`src/rtl/matrix_storage_layout_pkg.sv`:
```
// matrix_storage_layout_pkg
//   Storage layout shared by the matrix storage manager and its readers:
//   header/data offsets inside a matrix slot, header bit positions for the
//   row/col counts, the result-reader state encoding and the slot base helper.
package matrix_storage_layout_pkg;

  // Word offsets inside one matrix slot.
  localparam int META_OFFSET = 0;
  localparam int DATA_OFFSET = 3;

  // Header word: rows in [7:0], cols in [15:8].
  localparam int HDR_ROWS_LSB  = 0;
  localparam int HDR_COLS_LSB  = 8;
  localparam int HDR_DIM_WIDTH = 8;

  typedef enum logic [2:0] {
    RD_IDLE,
    RD_META_ADDR,
    RD_META_WAIT,
    RD_META_LATCH,
    RD_STREAM,
    RD_DRAIN,
    RD_DONE
  } reader_state_e;

  // Full 32-bit slot base so id*block_size cannot wrap before the caller
  // truncates it to the BRAM address width.
  function automatic int unsigned slot_base(input logic [2:0] id,
                                            input int unsigned block_size);
    return {29'd0, id} * block_size;
  endfunction

endpackage

```
`src/rtl/matrix_result_reader_if.sv`:
```
// matrix_result_reader_if
//   Element stream from the result reader to the display/UART formatter.
//   out_data/out_row/out_col/out_last are qualified by out_valid; an element
//   transfers on out_valid & out_ready.
//   Modports: master (reader side), slave (formatter side).
interface matrix_result_reader_if #(
  parameter int DATA_WIDTH = 32
);
  logic [DATA_WIDTH-1:0] out_data;
  logic [7:0]            out_row;
  logic [7:0]            out_col;
  logic                  out_last;
  logic                  out_valid;
  logic                  out_ready;

  modport master (
    output out_data, out_row, out_col, out_last, out_valid,
    input  out_ready
  );

  modport slave (
    input  out_data, out_row, out_col, out_last, out_valid,
    output out_ready
  );
endinterface

```
`src/rtl/matrix_reader_fifo.sv`:
```
// matrix_reader_fifo
//   Two-entry tagged FIFO holding BRAM read results (data, row, col, last)
//   until the stream consumer accepts them. The head entry is presented
//   directly, so the outputs hold steady while the consumer stalls.
//   Ports:
//     clk, rst                    clock, asynchronous active-high reset
//     push, push_data/row/col/last write one tagged element
//     pop                         drop the head element
//     head_data/row/col/last      current head (all zero after reset)
//     count, full, empty          occupancy
module matrix_reader_fifo #(
  parameter int DATA_WIDTH = 32
) (
  input  logic                  clk,
  input  logic                  rst,
  input  logic                  push,
  input  logic [DATA_WIDTH-1:0] push_data,
  input  logic [7:0]            push_row,
  input  logic [7:0]            push_col,
  input  logic                  push_last,
  input  logic                  pop,
  output logic [DATA_WIDTH-1:0] head_data,
  output logic [7:0]            head_row,
  output logic [7:0]            head_col,
  output logic                  head_last,
  output logic [1:0]            count,
  output logic                  full,
  output logic                  empty
);

  localparam int DEPTH = 2;

  logic [DATA_WIDTH-1:0] ent_data [DEPTH];
  logic [7:0]            ent_row  [DEPTH];
  logic [7:0]            ent_col  [DEPTH];
  logic                  ent_last [DEPTH];

  logic       wr_ptr_q, rd_ptr_q;
  logic [1:0] count_q;
  logic       do_push, do_pop;

  assign full    = (count_q == 2'd2);
  assign empty   = (count_q == 2'd0);
  assign count   = count_q;
  assign do_pop  = pop && !empty;
  // A full FIFO may still take a push in the cycle its head is popped.
  assign do_push = push && (!full || do_pop);

  for (genvar gi = 0; gi < DEPTH; gi++) begin : g_entry
    logic [DATA_WIDTH-1:0] data_q;
    logic [7:0]            row_q;
    logic [7:0]            col_q;
    logic                  last_q;

    always_ff @(posedge clk or posedge rst) begin
      if (rst) begin
        data_q <= '0;
        row_q  <= '0;
        col_q  <= '0;
        last_q <= 1'b0;
      end else if (do_push && (wr_ptr_q == 1'(gi))) begin
        data_q <= push_data;
        row_q  <= push_row;
        col_q  <= push_col;
        last_q <= push_last;
      end
    end

    assign ent_data[gi] = data_q;
    assign ent_row[gi]  = row_q;
    assign ent_col[gi]  = col_q;
    assign ent_last[gi] = last_q;
  end

  assign head_data = ent_data[rd_ptr_q];
  assign head_row  = ent_row[rd_ptr_q];
  assign head_col  = ent_col[rd_ptr_q];
  assign head_last = ent_last[rd_ptr_q];

  always_ff @(posedge clk or posedge rst) begin
    if (rst) begin
      wr_ptr_q <= 1'b0;
      rd_ptr_q <= 1'b0;
      count_q  <= 2'd0;
    end else begin
      if (do_push) wr_ptr_q <= ~wr_ptr_q;
      if (do_pop)  rd_ptr_q <= ~rd_ptr_q;
      case ({do_push, do_pop})
        2'b10:   count_q <= count_q + 2'd1;
        2'b01:   count_q <= count_q - 2'd1;
        default: count_q <= count_q;
      endcase
    end
  end

endmodule

```
`src/rtl/matrix_result_reader.sv`:
```
// matrix_result_reader
//   Reads one stored matrix (header + elements) out of the storage BRAM read
//   port and emits it as a tagged valid/ready element stream.
//   Optional build macro: MATRIX_RESULT_READER_TRANSPOSE_EN adds transpose_rd,
//   which selects column-major reading with transposed tags and swapped
//   rows/cols outputs.
//   Ports:
//     clk, rst              clock, asynchronous active-high reset
//     start, matrix_id      request (accepted only when idle) and slot id
//     transpose_rd          (macro only) transposed read, latched with start
//     busy, done, error     status; error is meaningful only with done
//     rows, cols            latched dimensions of the matrix being read
//     bram_read_addr        storage read address (combinational from state)
//     bram_data_out         read data, one cycle after the address
//     stream                element stream (master side)
module matrix_result_reader
  import matrix_storage_layout_pkg::*;
#(
  parameter int unsigned BLOCK_SIZE   = 1152,
  parameter int          ADDR_WIDTH   = 14,
  parameter int          DATA_WIDTH   = 32,
  parameter int          NUM_MATRICES = 8,
  parameter int          MAX_DIM      = 32
) (
  input  logic                  clk,
  input  logic                  rst,
  input  logic                  start,
  input  logic [2:0]            matrix_id,
`ifdef MATRIX_RESULT_READER_TRANSPOSE_EN
  input  logic                  transpose_rd,
`endif
  output logic                  busy,
  output logic                  done,
  output logic                  error,
  output logic [7:0]            rows,
  output logic [7:0]            cols,
  output logic [ADDR_WIDTH-1:0] bram_read_addr,
  input  logic [DATA_WIDTH-1:0] bram_data_out,
  matrix_result_reader_if.master stream
);

  reader_state_e state_q, state_d;
  logic          err_q, err_d;
  logic [2:0]    id_q;
  logic          transpose_q;
  logic [7:0]    rows_q, cols_q;     // dimensions in storage order
  logic [7:0]    r_q, c_q;           // storage position of the next read
  logic          inflight_q;
  logic [7:0]    infl_row_q, infl_col_q;
  logic          infl_last_q;

  logic                  fifo_pop, fifo_full, fifo_empty;
  logic [1:0]            fifo_count;
  logic [2:0]            occ_after_pop;
  logic                  issue, at_last;
  logic                  id_bad, hdr_bad;
  logic [7:0]            hdr_rows, hdr_cols;
  logic [15:0]           elem_off;
  logic [ADDR_WIDTH-1:0] base_addr, hdr_addr, elem_addr;

  // ---------------------------------------------------------------- address
  assign base_addr = ADDR_WIDTH'(slot_base(id_q, BLOCK_SIZE));
  assign hdr_addr  = base_addr + ADDR_WIDTH'(META_OFFSET);
  assign elem_off  = 16'(r_q) * 16'(cols_q) + 16'(c_q);
  assign elem_addr = base_addr + ADDR_WIDTH'(DATA_OFFSET) + ADDR_WIDTH'(elem_off);

  // ---------------------------------------------------------------- checks
  assign hdr_rows = bram_data_out[HDR_ROWS_LSB +: HDR_DIM_WIDTH];
  assign hdr_cols = bram_data_out[HDR_COLS_LSB +: HDR_DIM_WIDTH];
  assign id_bad   = int'(matrix_id) >= NUM_MATRICES;
  assign hdr_bad  = (hdr_rows == 8'd0) || (hdr_cols == 8'd0) ||
                    (int'(hdr_rows) > MAX_DIM) || (int'(hdr_cols) > MAX_DIM);

  // Both traversal orders end on the bottom-right storage element.
  assign at_last = (r_q == rows_q - 8'd1) && (c_q == cols_q - 8'd1);

  // Credit check: FIFO entries plus the read in flight must stay below two.
  // The slot vacated by this cycle's pop counts as free so a continuously
  // ready consumer sees one element per cycle.
  assign fifo_pop      = !fifo_empty && stream.out_ready;
  assign occ_after_pop = 3'(fifo_count) + 3'(inflight_q) - 3'(fifo_pop);
  assign issue         = (state_q == RD_STREAM) && (occ_after_pop < 3'd2) &&
                         !(fifo_full && !fifo_pop);

  // ---------------------------------------------------------------- FSM
  always_comb begin
    state_d        = state_q;
    err_d          = err_q;
    busy           = 1'b1;
    done           = 1'b0;
    bram_read_addr = '0;
    case (state_q)
      RD_IDLE: begin
        busy = 1'b0;
        if (start) begin
          state_d = id_bad ? RD_DONE : RD_META_ADDR;
          err_d   = id_bad;
        end
      end
      RD_META_ADDR: begin
        bram_read_addr = hdr_addr;
        state_d        = RD_META_WAIT;
      end
      // Header address stays on the port so the data is still there to latch.
      RD_META_WAIT: begin
        bram_read_addr = hdr_addr;
        state_d        = RD_META_LATCH;
      end
      RD_META_LATCH: begin
        bram_read_addr = hdr_addr;
        if (hdr_bad) begin
          state_d = RD_DONE;
          err_d   = 1'b1;
        end else begin
          state_d = RD_STREAM;
        end
      end
      RD_STREAM: begin
        bram_read_addr = elem_addr;
        if (issue && at_last) state_d = RD_DRAIN;
      end
      RD_DRAIN: begin
        if (fifo_pop && stream.out_last) state_d = RD_DONE;
      end
      RD_DONE: begin
        done    = 1'b1;
        state_d = RD_IDLE;
      end
      default: begin
        busy    = 1'b0;
        state_d = RD_IDLE;
      end
    endcase
  end

  assign error = done && err_q;

  always_ff @(posedge clk or posedge rst) begin
    if (rst) begin
      state_q     <= RD_IDLE;
      err_q       <= 1'b0;
      id_q        <= '0;
      rows_q      <= '0;
      cols_q      <= '0;
      r_q         <= '0;
      c_q         <= '0;
      inflight_q  <= 1'b0;
      infl_row_q  <= '0;
      infl_col_q  <= '0;
      infl_last_q <= 1'b0;
    end else begin
      state_q    <= state_d;
      err_q      <= err_d;
      inflight_q <= issue;
      if (state_q == RD_IDLE && start) id_q <= matrix_id;

      if (state_q == RD_META_LATCH) begin
        rows_q <= hdr_rows;
        cols_q <= hdr_cols;
        r_q    <= '0;
        c_q    <= '0;
      end else if (issue) begin
        if (transpose_q) begin
          if (r_q == rows_q - 8'd1) begin
            r_q <= '0;
            c_q <= c_q + 8'd1;
          end else begin
            r_q <= r_q + 8'd1;
          end
        end else begin
          if (c_q == cols_q - 8'd1) begin
            c_q <= '0;
            r_q <= r_q + 8'd1;
          end else begin
            c_q <= c_q + 8'd1;
          end
        end
      end

      // Tags travel alongside the read so they meet the data on return.
      if (issue) begin
        infl_row_q  <= transpose_q ? c_q : r_q;
        infl_col_q  <= transpose_q ? r_q : c_q;
        infl_last_q <= at_last;
      end
    end
  end

`ifdef MATRIX_RESULT_READER_TRANSPOSE_EN
  always_ff @(posedge clk or posedge rst) begin
    if (rst)                          transpose_q <= 1'b0;
    else if (state_q == RD_IDLE && start) transpose_q <= transpose_rd;
  end
`else
  assign transpose_q = 1'b0;
`endif

  assign rows = transpose_q ? cols_q : rows_q;
  assign cols = transpose_q ? rows_q : cols_q;

  // ---------------------------------------------------------------- FIFO
  matrix_reader_fifo #(
    .DATA_WIDTH(DATA_WIDTH)
  ) u_fifo (
    .clk       (clk),
    .rst       (rst),
    .push      (inflight_q),
    .push_data (bram_data_out),
    .push_row  (infl_row_q),
    .push_col  (infl_col_q),
    .push_last (infl_last_q),
    .pop       (fifo_pop),
    .head_data (stream.out_data),
    .head_row  (stream.out_row),
    .head_col  (stream.out_col),
    .head_last (stream.out_last),
    .count     (fifo_count),
    .full      (fifo_full),
    .empty     (fifo_empty)
  );

  assign stream.out_valid = !fifo_empty;

endmodule

```
`src/flat_wrapper.sv`:
```
// flat-port wrapper written by rule: the top's interface ports become plain ports
module matrix_result_reader_flat import matrix_storage_layout_pkg::*;
#(
  parameter int unsigned BLOCK_SIZE   = 1152,
  parameter int          ADDR_WIDTH   = 14,
  parameter int          DATA_WIDTH   = 32,
  parameter int          NUM_MATRICES = 8,
  parameter int          MAX_DIM      = 32
)
  (clk, rst, start, matrix_id, busy, done, error, rows, cols, bram_read_addr, bram_data_out, stream_out_data, stream_out_row, stream_out_col, stream_out_last, stream_out_valid, stream_out_ready);
  matrix_result_reader_if #(.DATA_WIDTH(DATA_WIDTH)) stream_i ();
  input  logic clk;
  input  logic rst;
  input  logic start;
  input  logic [2:0] matrix_id;
  output logic busy;
  output logic done;
  output logic error;
  output logic [7:0] rows;
  output logic [7:0] cols;
  output logic [ADDR_WIDTH-1:0] bram_read_addr;
  input  logic [DATA_WIDTH-1:0] bram_data_out;
  output wire logic [$bits(stream_i.out_data)-1:0] stream_out_data;
  output wire logic [$bits(stream_i.out_row)-1:0] stream_out_row;
  output wire logic [$bits(stream_i.out_col)-1:0] stream_out_col;
  output wire logic [$bits(stream_i.out_last)-1:0] stream_out_last;
  output wire logic [$bits(stream_i.out_valid)-1:0] stream_out_valid;
  input wire logic [$bits(stream_i.out_ready)-1:0] stream_out_ready;
  assign stream_out_data = stream_i.out_data;
  assign stream_out_row = stream_i.out_row;
  assign stream_out_col = stream_i.out_col;
  assign stream_out_last = stream_i.out_last;
  assign stream_out_valid = stream_i.out_valid;
  assign stream_i.out_ready = stream_out_ready;
  matrix_result_reader #(.BLOCK_SIZE(BLOCK_SIZE), .ADDR_WIDTH(ADDR_WIDTH), .DATA_WIDTH(DATA_WIDTH), .NUM_MATRICES(NUM_MATRICES), .MAX_DIM(MAX_DIM)) u_core (.clk(clk), .rst(rst), .start(start), .matrix_id(matrix_id), .busy(busy), .done(done), .error(error), .rows(rows), .cols(cols), .bram_read_addr(bram_read_addr), .bram_data_out(bram_data_out), .stream(stream_i));
endmodule
```
`config.mk`:
```
export PLATFORM = sky130hd
export DESIGN_NAME = matrix_result_reader_flat
export DESIGN_NICKNAME = d
export VERILOG_FILES = /design/src/rtl/matrix_storage_layout_pkg.sv /design/src/rtl/matrix_result_reader_if.sv /design/src/rtl/matrix_reader_fifo.sv /design/src/rtl/matrix_result_reader.sv /design/src/flat_wrapper.sv
export SDC_FILE = /design/constraint.sdc
export NUM_CORES = 1
export LEC_CHECK = 0
export ABC_AREA = 1
export CAP_MARGIN = 5
export CELL_PAD_IN_SITES_DETAIL_PLACEMENT = 1
export CELL_PAD_IN_SITES_GLOBAL_PLACEMENT = 1
export CORE_ASPECT_RATIO = 0.7
export CORE_MARGIN = 2
export CORE_UTILIZATION = 30
export DETAILED_ROUTE_END_ITERATION = 7
export HOLD_SLACK_MARGIN = 0.15
export PLACE_DENSITY = 0.63
export SLEW_MARGIN = 0
export SYNTH_ARGS = -nofsm -noshare
export SYNTH_HDL_FRONTEND = slang
export SYNTH_SLANG_ARGS = --single-unit
```
`constraint.sdc`:
```
create_clock -name clk -period 12.55 [get_ports clk]
set_input_delay 1.8825 -clock clk [delete_from_list [all_inputs] [get_ports clk]]
set_output_delay 1.8825 -clock clk [all_outputs]
set_load 0.01 [all_outputs]
```
# Word-level counts from Yosys, hierarchy flattened
# Index checks and enable logic that the tools add are counted.
# Widths: inputs -> output; s select.
[classes]
n_lt_le_gt_ge = 4
mux = 30
n_reduce_logical = 34
div_mod_pow = 0
n_addsub = 11
multipliers = 2
bitwise_logic = 3
shift = 0
eq_ne = 15
[op_table]
columns = ["cell", "count"]
rows = [
  ["$mux 32", 3],
  ["$mux 8", 12],
  ["$pmux 14 s2", 1],
  ["$pmux 3 s6", 1],
  ["$add 8x1->8 const B", 2],
  ["$eq 8x8->1", 2],
  ["$gt 8x6->1 const B", 2],
  ["$logic_not 8->1", 2],
  ["$sub 8x1->8 const B", 2],
  ["$add 14x14->14", 1],
  ["$add 14x2->14 const B", 1],
  ["$add 14x8->14", 1],
  ["$mul 8x8->14", 1],
  ["$logic_and 1x1->1", 13],
  ["$eq 3x3->1 const B", 3],
  ["$mux 3", 3],
  ["$reduce_bool 2->1", 4],
  ["$mul 3x4->7 const B", 1],
  ["$mux 1", 7],
  ["$eq 3x2->1 const B", 2],
  ["$reduce_and 3->1", 2],
  ["$reduce_or 6->1", 1],
  ["$eq 2x2->1 const B", 2],
  ["$logic_not 1->1", 4],
  ["20 further kinds", 26],
]
[totals]
output_inout_bits = 83
latchBits = 0
n_memories = 0
mem_bits_rw = 0
in_bits = 39
mem_bits_ro = 0
ff_bits = 159
wordCells = 121

# Longest topological paths before layout
# Gate-level depths: netlist of run 1.
[logic_depth]
ltp_word = 10
ltp_mapped = 20
ltp_nobuf = 19

# Modules after synthesis
# A second synthesis of run 1 with hierarchy kept.
[unflattened]
cells_unflattened = 1396
area_unflattened_um2 = 10677.7
[by_module_without_submodules]
columns = ["module", "seq_area_each_um2", "area_per_inst_um2", "cells_each", "n_inst"]
rows = [
  ["matrix_result_reader", 1426.4, 5769.3, 773, 1],
  ["matrix_reader_fifo", 2552.4, 4908.5, 623, 1],
]

# Worst setup path after synthesis of run 1
# Ideal clock, no wire load.
[synth_path]
path_kind = "flip-flop to output port"
start = "register u_core.r_q[4]"
end = "output bram_read_addr[12]"
path_stages_with_launch = 18
n_path_buf = 1
slack_ns = 6.189
t_required_ns = 10.667
arrival_time_ns = 4.479
cell_sequence = "dfrtp_1 clkbuf_1 nand2_1 fa_1 fa_1 inv_1 fa_1 fa_1 fa_1 ha_1 inv_1 nor3_1 nand2_1 o211ai_1 a21boi_0 a21oi_1 o21ai_0 nand2_1"
[synth_via]
elab_chain_len = 4
[synth_lines]
columns = ["item", "line", "rtl"]
rows = [
  ["start: declaration", "matrix_result_reader.sv:47", "logic [7:0] r_q, c_q;"],
  ["start signal: assignment", "matrix_result_reader.sv:168", "r_q <= r_q + 8'd1;"],
  ["start signal: assignment", "matrix_result_reader.sv:173", "r_q <= r_q + 8'd1;"],
  ["$mul 8x8->14", "matrix_result_reader.sv:64", "assign elem_off = 16'(r_q) * 16'(cols_q) + 16'(c_q);"],
  ["$add 14x8->14", "matrix_result_reader.sv:64", ""],
  ["$add 14x14->14", "matrix_result_reader.sv:65", "assign elem_addr = base_addr + ADDR_WIDTH'(DATA_OFFSET) + ADDR_WIDTH'(elem_off);"],
  ["$pmux 14 s2", "matrix_result_reader.sv:92", "case (state_q)"],
  ["end: declaration", "flat_wrapper.sv:21", "output logic [ADDR_WIDTH-1:0] bram_read_addr;"],
]
# Every way passes these cells.

# Final worst setup path of run 1
[layout_path]
start = "register u_core.r_q[0]"
end = "output bram_read_addr[12]"
# Same word-level chain as after synthesis.

==> results of run 1 <==
[flip-flops by register name, indices dropped and copies added (netlist names), 2 cells and up]
name	count
u_core.cols	8
u_core.u_fifo.count	2
u_core.u_fifo.g_entry.row_q	16
u_core.id_q	3
u_core.u_fifo.g_entry.data_q	64
u_core.c_q	8
u_core.u_fifo.g_entry.col_q	16
u_core.rows	8
u_core.u_fifo.g_entry.last_q	2
u_core.infl_col_q	8
u_core.r_q	8
u_core.infl_row_q	8
u_core.state_q	3
[cell type report]
type	count	area (um2)
repair buffers	126	1249
inverters	204	773.2
fillers	3918	21060
clock inverters	11	152.6
clock buffers	21	470.5
well taps	435	544.3
multi-input cells	772	5127
flip-flops and latches	159	3980
[per-stage QoR]
| stage | utilization (%) | instances | setup slack [ps] |
|---|---|---|---|
| 5_1_grt | 36.87 | 1728 | 4473 |
| 6_report | 36.87 | 1728 | 4831 |
| 4_1_cts | 36.87 | 1728 | 4821 |
| 3_5_place_dp | 35.00 | 1696 | 5317 |
| 2_1_floorplan | - | 1187 | 6189 |
| 3_3_place_gp | 35.00 | 1696 | 5442 |
[cell families (layout without fill, tap and decap cells)]
family,after synthesis,in the layout
multiplexers,49,49
adder cells (fa/ha/maj),97,97
AND/OR/NAND/NOR,395,395
flip-flops,159,159
AO/OA/AOI/OAI,197,197
XOR/XNOR,34,34
buffers and inverters,256,362
[power by group through the flow]
| stage | clock network (mW) | registers (mW) | logic, mW |
|---|---|---|---|
| final | 0.555 | 0.827 | 0.986 |
| after global routing | 0.592 | 0.856 | 1.11 |
| after CTS | 0.571 | 0.829 | 1.00 |
| after detailed placement | 0 | 0.835 | 0.992 |
| after global placement | 0 | 0.826 | 0.976 |
| after floorplan | 0 | 0.762 | 0.625 |
[path summary, 6_finish.rpt]
| path | to |
|---|---|
| max | bram_read_addr[12] |
| min | u_core.u_fifo.g_entry[0].col_q[1] |
| max reg2reg | u_core.r_q[1] |
| min reg2reg | u_core.u_fifo.g_entry[0].col_q[1] |
| max in group asynchronous | u_core.infl_col_q[3] |
| min in group asynchronous | u_core.u_fifo.count[0] |
[routing by layer]
metal / wire length (um) / track usage, % / vias up / share of wire, %
met5: 0 / 0 / - / 0
met4: 235 / 3.619 / 0 / 0.83
met3: 1033 / 2.951 / 16 / 3.7
met2: 12180 / 25.11 / 130 / 43
met1: 14800 / 25.18 / 3942 / 52
li1: - / - / 3920 / -
[Yosys cell counts (4+ instances only)]
cell type  count
a21oi_1       23
buf_2         17
clkbuf_1      27
dfrtp_1      159
fa_1          49
ha_1          48
inv_1        199
inv_2          4
mux2_2        49
nand2_1      293
nand3_1       36
nand4_1        9
nor2_1        27
nor3_1        10
o21ai_0      145
o21ai_1        9
o21ai_2        8
o21bai_1       4
o22ai_1        4
or2_2          4
xnor2_1       13
xor2_1        21
[critical path, delay by kind of cell (launching register included)]
family / cells / cell delay, ps
buf+inv: 3 / 650
compound gates: 4 / 670
simple gates: 4 / 470
flops: 1 / 670
fa+ha+maj: 6 / 2960
==> impl_metrics.tcl, run 1 <==
set metrics [dict create \
    antennaDiodeCount 0 \
    internal_power_mw 1.451 \
    finalPower_mw 2.368 \
    final_area_um2 12300 \
    path_common_cell "fa_1" \
    clk_path_buf_depth 2 \
    synth_top_area_cell "dfrtp_1" \
    grt_pass1_wl_mm 46.26 \
    synthSimpleGateAreaFrac_pct 16.33 \
    synthTopCellsByArea "dfrtp_1 39%, nand2_1 11%, fa_1 9.7%" \
    syn-num-nets 1323 \
    cts_tree "yes" \
    drtPass1Iterations 5 \
    cp-startpoint "u_core.r_q[0]" \
    synth-compound-area-share_pct 10.28 \
    period_needed_ps 7719 \
    crit_chain "nand2_1 > fa_1 > fa_1 > inv_1 > fa_1 > fa_1 > fa_1 > ha_1 > inv_1 > nor3_1 > nand2_1 > o211ai_1 > a21boi_0 > a21oi_1 > o21ai_0 > nand2_1 > clkdlybuf4s50_1" \
    synthArstFlopShare_pct 100.0 \
    max-slew-margin-rel_pct 35.72 \
    gp_congestion 0.8181 \
    leakagePower_nw 6.225 \
    crit_fanout 12 \
    synth-xor-area-share_pct 2.942 \
    drt_iter0_markers 378 \
    hp-start "u_core.u_fifo.g_entry[0].col_q[1]" \
    final_common_cell "nand2_1" \
    syn2layout_area_growth_pct 21.47 \
    slew_viol_final 0 \
    syn_area_per_cell_um2 8.529 \
    hold_viol_final 0 \
    vias_per_cell 4.634 \
    numCtsBuffers 17 \
    arrival_ps 5840 \
    antenna_found_initial 0 \
    reg2reg_depth 15 \
    comb_power_share_pct 41.6 \
    num_rows 56 \
    cts_hold_buf 0 \
    end_kind "output port" \
    vdd.ir_drop.worst_mv 0.1216 \
    grt_usage_pct 16.79 \
    p_clk_share_pct 23.4 \
    cp_slowest_cell "dfrtp_1" \
    synth_top_family_by_area "simple AND/OR/NAND/NOR gates" \
    seqPwrFrac_pct 34.9 \
    path_clk_slew_ps 70 \
    max_freq_ghz 0.1295 \
    drive_above_1_share_pct 9.126 \
    synth_fa_ha_area_share_pct 15.62 \
    die_width_um 223.6 \
    route.vias.total 8008 \
    nNetsFinal 1416 \
    io_pins 122 \
    r2r_setup_slack_ps 8680 \
    grt_pass1_vias 8359 \
    wl_mm 28.25 \
    place_area_um2 11670 \
    hold_class "flop to flop" \
    ant_nets 0 \
    tns_ps 0 \
    postCtsSetupRepairBufs 0 \
    clkLatencyLatePin_ps 440 \
    globalRouteOverflowTotal 0 \
    die_area_um2 35250 \
    finalSetupViolCount 0 \
    critPathMaxStageDelay_ps 670 \
    drv_cap 0 \
    netlist.area_leader.share_pct 39.30 \
    tightest_slew_ps 964.2 \
    dp.final_hpwl_mm 20.66 \
    rsz0062_at_grt "false" \
    timing.final.crit_share_pct 61.51 \
    drc 0 \
    path_class "flop to output port" \
    ys_ff_latch 159 \
    swShare_pct 38.75 \
    hold_ws_ps 476.8 \
    power_density_nw_per_um2 192.6 \
    synth.cell_area_um2 10120 \
    ys_types 38 \
    synth_edf_count 0 \
    cts.sinks 159 \
    start_util_pct 30.35 \
    cp-start-kind "flop" \
    outcome "finished, final reports clean" \
    port_buffers 121 \
    layout_common_cells "292 x nand2_1, 198 x inv_1, 158 x dfrtp_1" \
    syn_inst 1187 \
    wire_per_inst_um 16.35 \
    grt_max_degree 100 \
    ys.flop_type "dfrtp_1" \
    power_switching_uw 917.6 \
    cts_root_buf "clkbuf_16" \
    ys_seq_area_share_pct 39.30 \
    core-area_um2 33350 \
    hold_depth 2 \
    cts.repair.resized 0 \
    cp.required_ps 10670 \
    yosysWarnings 0 \
    cts_max_level 4 \
    synth_mux_area_share_pct 5.451 \
    fin_skew_ps 9.067 \
    r2r_start "u_core.u_fifo.count[1]" \
    die_h_um 157.7 \
]
No activity file was read; power rests on OpenSTA's default activity.
==> run 2: changes to the inputs <==
--- a/config.mk
+++ b/config.mk
@@ -14,7 +14,7 @@
 export CORE_UTILIZATION = 30
 export DETAILED_ROUTE_END_ITERATION = 7
 export HOLD_SLACK_MARGIN = 0.15
-export PLACE_DENSITY = 0.63
+export PLACE_DENSITY = 0.65
 export SLEW_MARGIN = 0
 export SYNTH_ARGS = -nofsm -noshare
 export SYNTH_HDL_FRONTEND = slang
==> constraint.sdc (replaced) <==
create_clock -name clk -period 6.7 [get_ports clk]
set_input_delay 1.005 -clock clk [delete_from_list [all_inputs] [get_ports clk]]
set_output_delay 1.005 -clock clk [all_outputs]
set_load 0.01 [all_outputs]
==> run 2 against run 1 <==
  * Via count up 1.5%
  * Hold slack better by 3.1 ps
  * Power rose by 93%
  * First-iteration DRC count is 2.9% higher
  * Non-clock buffer count is 30 higher
  * Register-to-register slack lost 5900 ps
  * Global-route usage is essentially flat
  * Sequential power rose by 84%
==> impl_metrics.tcl, run 2 (synthesis results as in run 1) <==
set metrics [dict create \
    cts_tree "yes" \
    rsz0062_at_grt "false" \
    top_regs "u_core.u_fifo.g_entry.data_q x64, u_core.u_fifo.g_entry.col_q x16, u_core.u_fifo.g_entry.row_q x16" \
    path_clk_slew_ps 60 \
    period_needed_ps 6435 \
    max-slew-margin-rel_pct 36.85 \
    cts.sinks 159 \
    crit_fanout 8 \
    globalRouteOverflowTotal 0 \
    clkLatencyLatePin_ps 430 \
    core-area_um2 33350 \
    antenna_found_initial 2 \
    critPathMaxStageDelay_ps 560 \
    path_buf_inv 6 \
    r2r_start "u_core.u_fifo.count[1]" \
    gp_congestion 0.8473 \
    r2r_setup_slack_ps 2820 \
    num_rows 56 \
    grt_max_degree 100 \
    layout_common_cells "292 x nand2_1, 198 x inv_1, 146 x dfrtp_1" \
    finish.utilization_pct 37.82 \
    drive_above_1_share_pct 12.25 \
    timing.final.crit_share_pct 96.05 \
    cts_max_level 4 \
    grt_pass1_wl_mm 46.77 \
    reg2reg_depth 15 \
    drv_cap 0 \
    ant_nets 0 \
    crit_chain "buf_4 > nand2_1 > inv_1 > fa_1 > fa_1 > inv_1 > fa_1 > inv_1 > fa_1 > ha_1 > ha_4 > inv_1 > o21bai_1 > a21oi_1 > o21ai_1 > a21oi_1 > or2_1 > nand3_1 > nand2_1 > clkdlybuf4s50_1" \
    cp_slowest_cell "fa_1" \
    numCtsBuffers 17 \
    cp-start-kind "flop" \
    slew_viol_final 0 \
    leakagePower_nw 6.398 \
    whs_endpoint "u_core.u_fifo.g_entry[1].col_q[7]" \
    io_pins 122 \
    tightest_slew_ps 937.3 \
    tns_ps 0 \
    reg2reg_to "u_core.r_q[5]" \
    drc 0 \
    grt_usage_pct 16.81 \
    end_kind "output port" \
    wire_per_inst_um 16.35 \
    route.vias.total 8132 \
    vdd.ir_drop.worst_mv 0.1966 \
    regMostFlops "u_core.u_fifo.g_entry.data_q" \
    syn2layout_area_growth_pct 24.58 \
    nNetsFinal 1446 \
    hold_viol_final 0 \
    port_buffers 121 \
    grt_pass1_vias 8557 \
    die_area_um2 35250 \
    hold_depth 2 \
    outcome "finished, final reports clean" \
    hold_class "flop to flop" \
    largest_reg_flops 64 \
    hp-start "u_core.u_fifo.g_entry[1].col_q[7]" \
    fin_skew_ps 7.875 \
    drtPass1Iterations 4 \
    die_width_um 223.6 \
    wl_mm 28.74 \
    arrival_ps 5430 \
    finalSetupViolCount 0 \
    drt_iter0_markers 389 \
    clk_path_buf_depth 2 \
    cts_root_buf "clkbuf_16" \
    cp-startpoint "u_core.r_q[3]" \
    max_freq_ghz 0.1554 \
    power_density_nw_per_um2 361.6 \
    path_class "flop to output port" \
    final_common_cell "nand2_1" \
    start_util_pct 30.35 \
    die_h_um 157.7 \
    cp.required_ps 5690 \
    vias_per_cell 4.626 \
    crit_family "adder cells" \
    cts_hold_buf 0 \
    dp.final_hpwl_mm 21.21 \
]
## run 2: changes by cell type in the layout (fill, tap and decap cells not counted), moves of 3 or more
cell,before,now
buf_4,5,34
dfrtp_1,158,146
ha_1,48,44
bufinv_16,3,6
dfrtp_2,1,13
## run 2: cell type report
type / instances / area (um2)
Clock inverter: 10 / 210.2
Fill cell: 3952 / 20740
Sequential cell: 159 / 3995
Clock buffer: 21 / 450.4
Timing Repair Buffer: 156 / 1474
Multi-Input combinational cell: 772 / 5162
Tap cell: 435 / 544.3
Inverter: 204 / 773.2
Antenna cell: 1 / 2.502
## run 2: layer usage
layer	global-route usage [%]	vias up	wire length [um]
met4	3.778	0	266
li1	-	3970	-
met3	2.803	24	1108
met2	25.46	128	12470
met1	25.01	4010	14890
met5	0	-	0
## run 2: worst max-delay path by stage
| stage | end | slack [ps] | cells past startpoint |
|---|---|---|---|
| after global placement | bram_read_addr[12] | 510 | 17 |
| after floorplan | bram_read_addr[12] | 1220 | 17 |
| after global routing | bram_read_addr[12] | 10 | 17 |
| final | bram_read_addr[11] | 260 | 20 |
| after detailed placement | bram_read_addr[12] | 390 | 17 |
| after CTS | bram_read_addr[12] | 2 | 17 |
## run 2: metrics by stage
| step | hold WS, ps | setup slack [ps] | instance area (um2) | power, mW | cells |
|---|---|---|---|---|---|
| after floorplan | 447.6 | 1216 | 10120 | 2.596 | 1187 |
| after global placement | 459.4 | 509.9 | 11730 | 3.364 | 1703 |
| after detailed placement | 469.0 | 394.5 | 11730 | 3.421 | 1703 |
| after CTS | 484.1 | 2.279 | 12390 | 4.579 | 1734 |
| after global routing | 507.1 | 11.62 | 12610 | 4.908 | 1757 |
| final | 479.8 | 264.8 | 12610 | 4.561 | 1758 |
## run 2: worst reg2reg max path: cells and delay by family (launching register included)
kind | cells | cell delay [ps]
adder cells (fa/ha/maj) | 2 | 800
AO/OA/AOI/OAI | 3 | 310
flip-flops | 1 | 410
buffers and inverters | 3 | 390
AND/OR/NAND/NOR | 7 | 1870
## run 2: power breakdown
part / leakage, nW / switching (mW) / internal [mW]
clock network: 0.317 / 0.403 / 0.708
logic: 3.97 / 1.04 / 0.890
registers: 2.11 / 0.270 / 1.25
total: 6.40 / 1.71 / 2.85
## run 2: what timing repair did
action	CTS	global route
resized for setup	5	14
setup buffers	0	23
pin swaps	0	1
setup endpoints to repair	2	5
==> run 3: changes to the inputs <==
--- a/config.mk
+++ b/config.mk
@@ -15,6 +15,7 @@
 export DETAILED_ROUTE_END_ITERATION = 7
 export HOLD_SLACK_MARGIN = 0.15
 export PLACE_DENSITY = 0.65
+export SETUP_SLACK_MARGIN = 0.5
 export SLEW_MARGIN = 0
 export SYNTH_ARGS = -nofsm -noshare
 export SYNTH_HDL_FRONTEND = slang
==> run 3 against run 2 <==
  * Core utilization up 1.0 points
  * Sequential power about the same
  * Setup slack better by 320 ps
  * Fmax up 5.3%
  * Wire length up 2.0%
  * Flip-flop and latch count unchanged
  * Non-clock buffer count up 27
  * Hold slack about the same
  * Sequential share of layout area down 0.82 points
  * Critical path depth down 2
  * Die area unchanged
  * Cell count up 1.5%
  * Critical endpoint unchanged
  * Largest power group unchanged
  * Highest routed layer is now met5
==> impl_metrics.tcl, run 3 (synthesis results as in run 1) <==
set metrics [dict create \
    outcome "finished, final reports clean" \
    largest_reg_flops 64 \
    internal_power_mw 2.926 \
    vdd.ir_drop.worst_mv 0.1970 \
    globalRouteOverflowTotal 0 \
    fin_ws_ps 587.4 \
    die_area_um2 35250 \
    nNetsFinal 1473 \
    cp-start-kind "flop" \
    dp_cells 1703 \
    final_common_cell "nand2_1" \
    timing.final.crit_share_pct 91.23 \
    max_freq_ghz 0.1636 \
    grt_usage_pct 17.16 \
    antenna_found_initial 2 \
    n_fill_cell 3937 \
    seqPwrFrac_pct 32.2 \
    io_pins 122 \
    ant_nets 0 \
    arrival_ps 5110 \
    wire_per_inst_um 16.44 \
    critPathMaxStageDelay_ps 530 \
    swShare_pct 37.32 \
    cts_root_buf "clkbuf_16" \
    cts_hold_buf 0 \
    clkLatencyLatePin_ps 430 \
    pre_cts_slack_ps 394.5 \
    hold_class "flop to flop" \
    path_clk_slew_ps 60 \
    route.vias.total 8250 \
    num_rows 56 \
    core-area_um2 33350 \
    p_clk_share_pct 23.8 \
    drc 0 \
    clk_path_buf_depth 2 \
    rsz0062_at_grt "true" \
    drive_above_1_share_pct 15.72 \
    crit_fanout 6 \
    cp_slowest_cell "clkdlybuf4s50_1" \
    hold_ws_ps 480.3 \
    tns_ps 0 \
    period_needed_ps 6113 \
    power_density_nw_per_um2 360.4 \
    cts_max_level 4 \
    numCtsBuffers 17 \
    drt_iter0_markers 424 \
    power_switching_mw 1.742 \
    path_common_cell "fa_1" \
    comb_power_share_pct 44.0 \
    end_kind "output port" \
    port_buffers 121 \
    drtPass1Iterations 5 \
    antennaDiodeCount 0 \
    tightest_slew_ps 1035 \
    top_regs "u_core.u_fifo.g_entry.data_q x64, u_core.u_fifo.g_entry.col_q x16, u_core.u_fifo.g_entry.row_q x16" \
    regMostFlops "u_core.u_fifo.g_entry.data_q" \
    fin_cells 1784 \
    path_class "flop to output port" \
    cts_tree "yes" \
    die_width_um 223.6 \
    grt_pass1_wl_mm 47.73 \
    leakagePower_nw 6.557 \
    cts.sinks 159 \
    finalSetupViolCount 0 \
    fin_skew_ps 10.19 \
    die_h_um 157.7 \
    start_util_pct 30.35 \
    grt_max_degree 100 \
    cp.required_ps 5690 \
    crit_chain "buf_4 > nand2_1 > fa_1 > inv_1 > fa_1 > ha_1 > fa_1 > ha_1 > ha_2 > a21oi_1 > nand2_2 > a21oi_2 > o21ai_2 > a21oi_2 > or2_1 > nand3_1 > nand2_1 > clkdlybuf4s50_1" \
    vias_per_cell 4.624 \
    wl_mm 29.32 \
    slew_viol_final 0 \
    syn2layout_area_growth_pct 27.96 \
    grt_pass1_vias 8802 \
    gp_congestion 0.8473 \
    layout_common_cells "287 x nand2_1, 197 x inv_1, 146 x dfrtp_1" \
    drv_cap 0 \
    dp.final_hpwl_mm 21.21 \
    hold_viol_final 0 \
    max-slew-margin-rel_pct 30.29 \
]
[run 3: changes by cell type in the layout (fill, tap and decap cells not counted), sizes merged]
| cell | change |
|---|---|
| buf | +29 |
| clkdlybuf4s50 | -5 |
| clkbuf | +2 |
| diode | -1 |
| dlymetal6s2s | +1 |
[run 3: critical path, delay by kind of cell, from the launching register on]
kind	cells	cell delay (ps)
simple gates	5	450
buf+inv	3	770
compound gates	4	610
fa+ha+maj	6	2410
flops	1	440
[run 3: timing repair]
item                                    CTS  global route
endpoints found under the setup margin    7             7
setup buffers                            24            26
gates cloned                              0             0
pin swaps                                 7            18
gates resized for setup                  29            35
[run 3: final timing paths]
| check | start | endpoint | slack, ps | cells after the start |
|---|---|---|---|---|
| worst max register to register | u_core.u_fifo.count[1] | u_core.r_q[5] | 2820 | 15 |
| worst min register to register | u_core.u_fifo.g_entry[0].row_q[6] | u_core.u_fifo.g_entry[0].row_q[6] | 480 | 2 |
| worst max-delay path | u_core.cols[1] | bram_read_addr[11] | 590 | 18 |
| min in group asynchronous | rst | u_core.u_fifo.g_entry[0].col_q[3] | 1030 | 2 |
| max in group asynchronous | rst | u_core.r_q[6] | 4390 | 3 |
| worst min-delay path | u_core.u_fifo.g_entry[0].row_q[6] | u_core.u_fifo.g_entry[0].row_q[6] | 480 | 2 |
[run 3: power by group through the flow]
| stage | sequential [mW] | clock [mW] | combinational (mW) |
|---|---|---|---|
| after floorplan | 1.43 | 0 | 1.17 |
| after detailed placement | 1.55 | 0 | 1.87 |
| after CTS | 1.52 | 1.15 | 1.99 |
| after global placement | 1.53 | 0 | 1.83 |
| after global routing | 1.55 | 1.18 | 2.29 |
| final | 1.50 | 1.11 | 2.05 |
[run 3: layer usage]
metal	GRT usage (%)	wire length, um
met1	25.07	14820
met2	26.55	13070
met3	2.895	1160
met4	3.873	257
met5	0	13
[run 3: metrics by stage]
step	instance area, um2	util, %	power (mW)
final	12950	38.84	4.669
after global routing	12950	38.84	5.025
after CTS	12680	38.02	4.658
after detailed placement	11730	35.16	3.421
after global placement	11730	35.16	3.364
after floorplan	10120	-	2.596
[run 3: area by class of cell]
class / count / area [um2] / share of cell area [%]
clock inverters: 10 / 210.2 / 1.623
well taps: 435 / 544.3 / 4.202
clock buffers: 21 / 450.4 / 3.477
flip-flops and latches: 159 / 3998 / 30.86
repair buffers: 183 / 1685 / 13.01
multi-input cells: 772 / 5293 / 40.86
inverters: 204 / 773.2 / 5.969
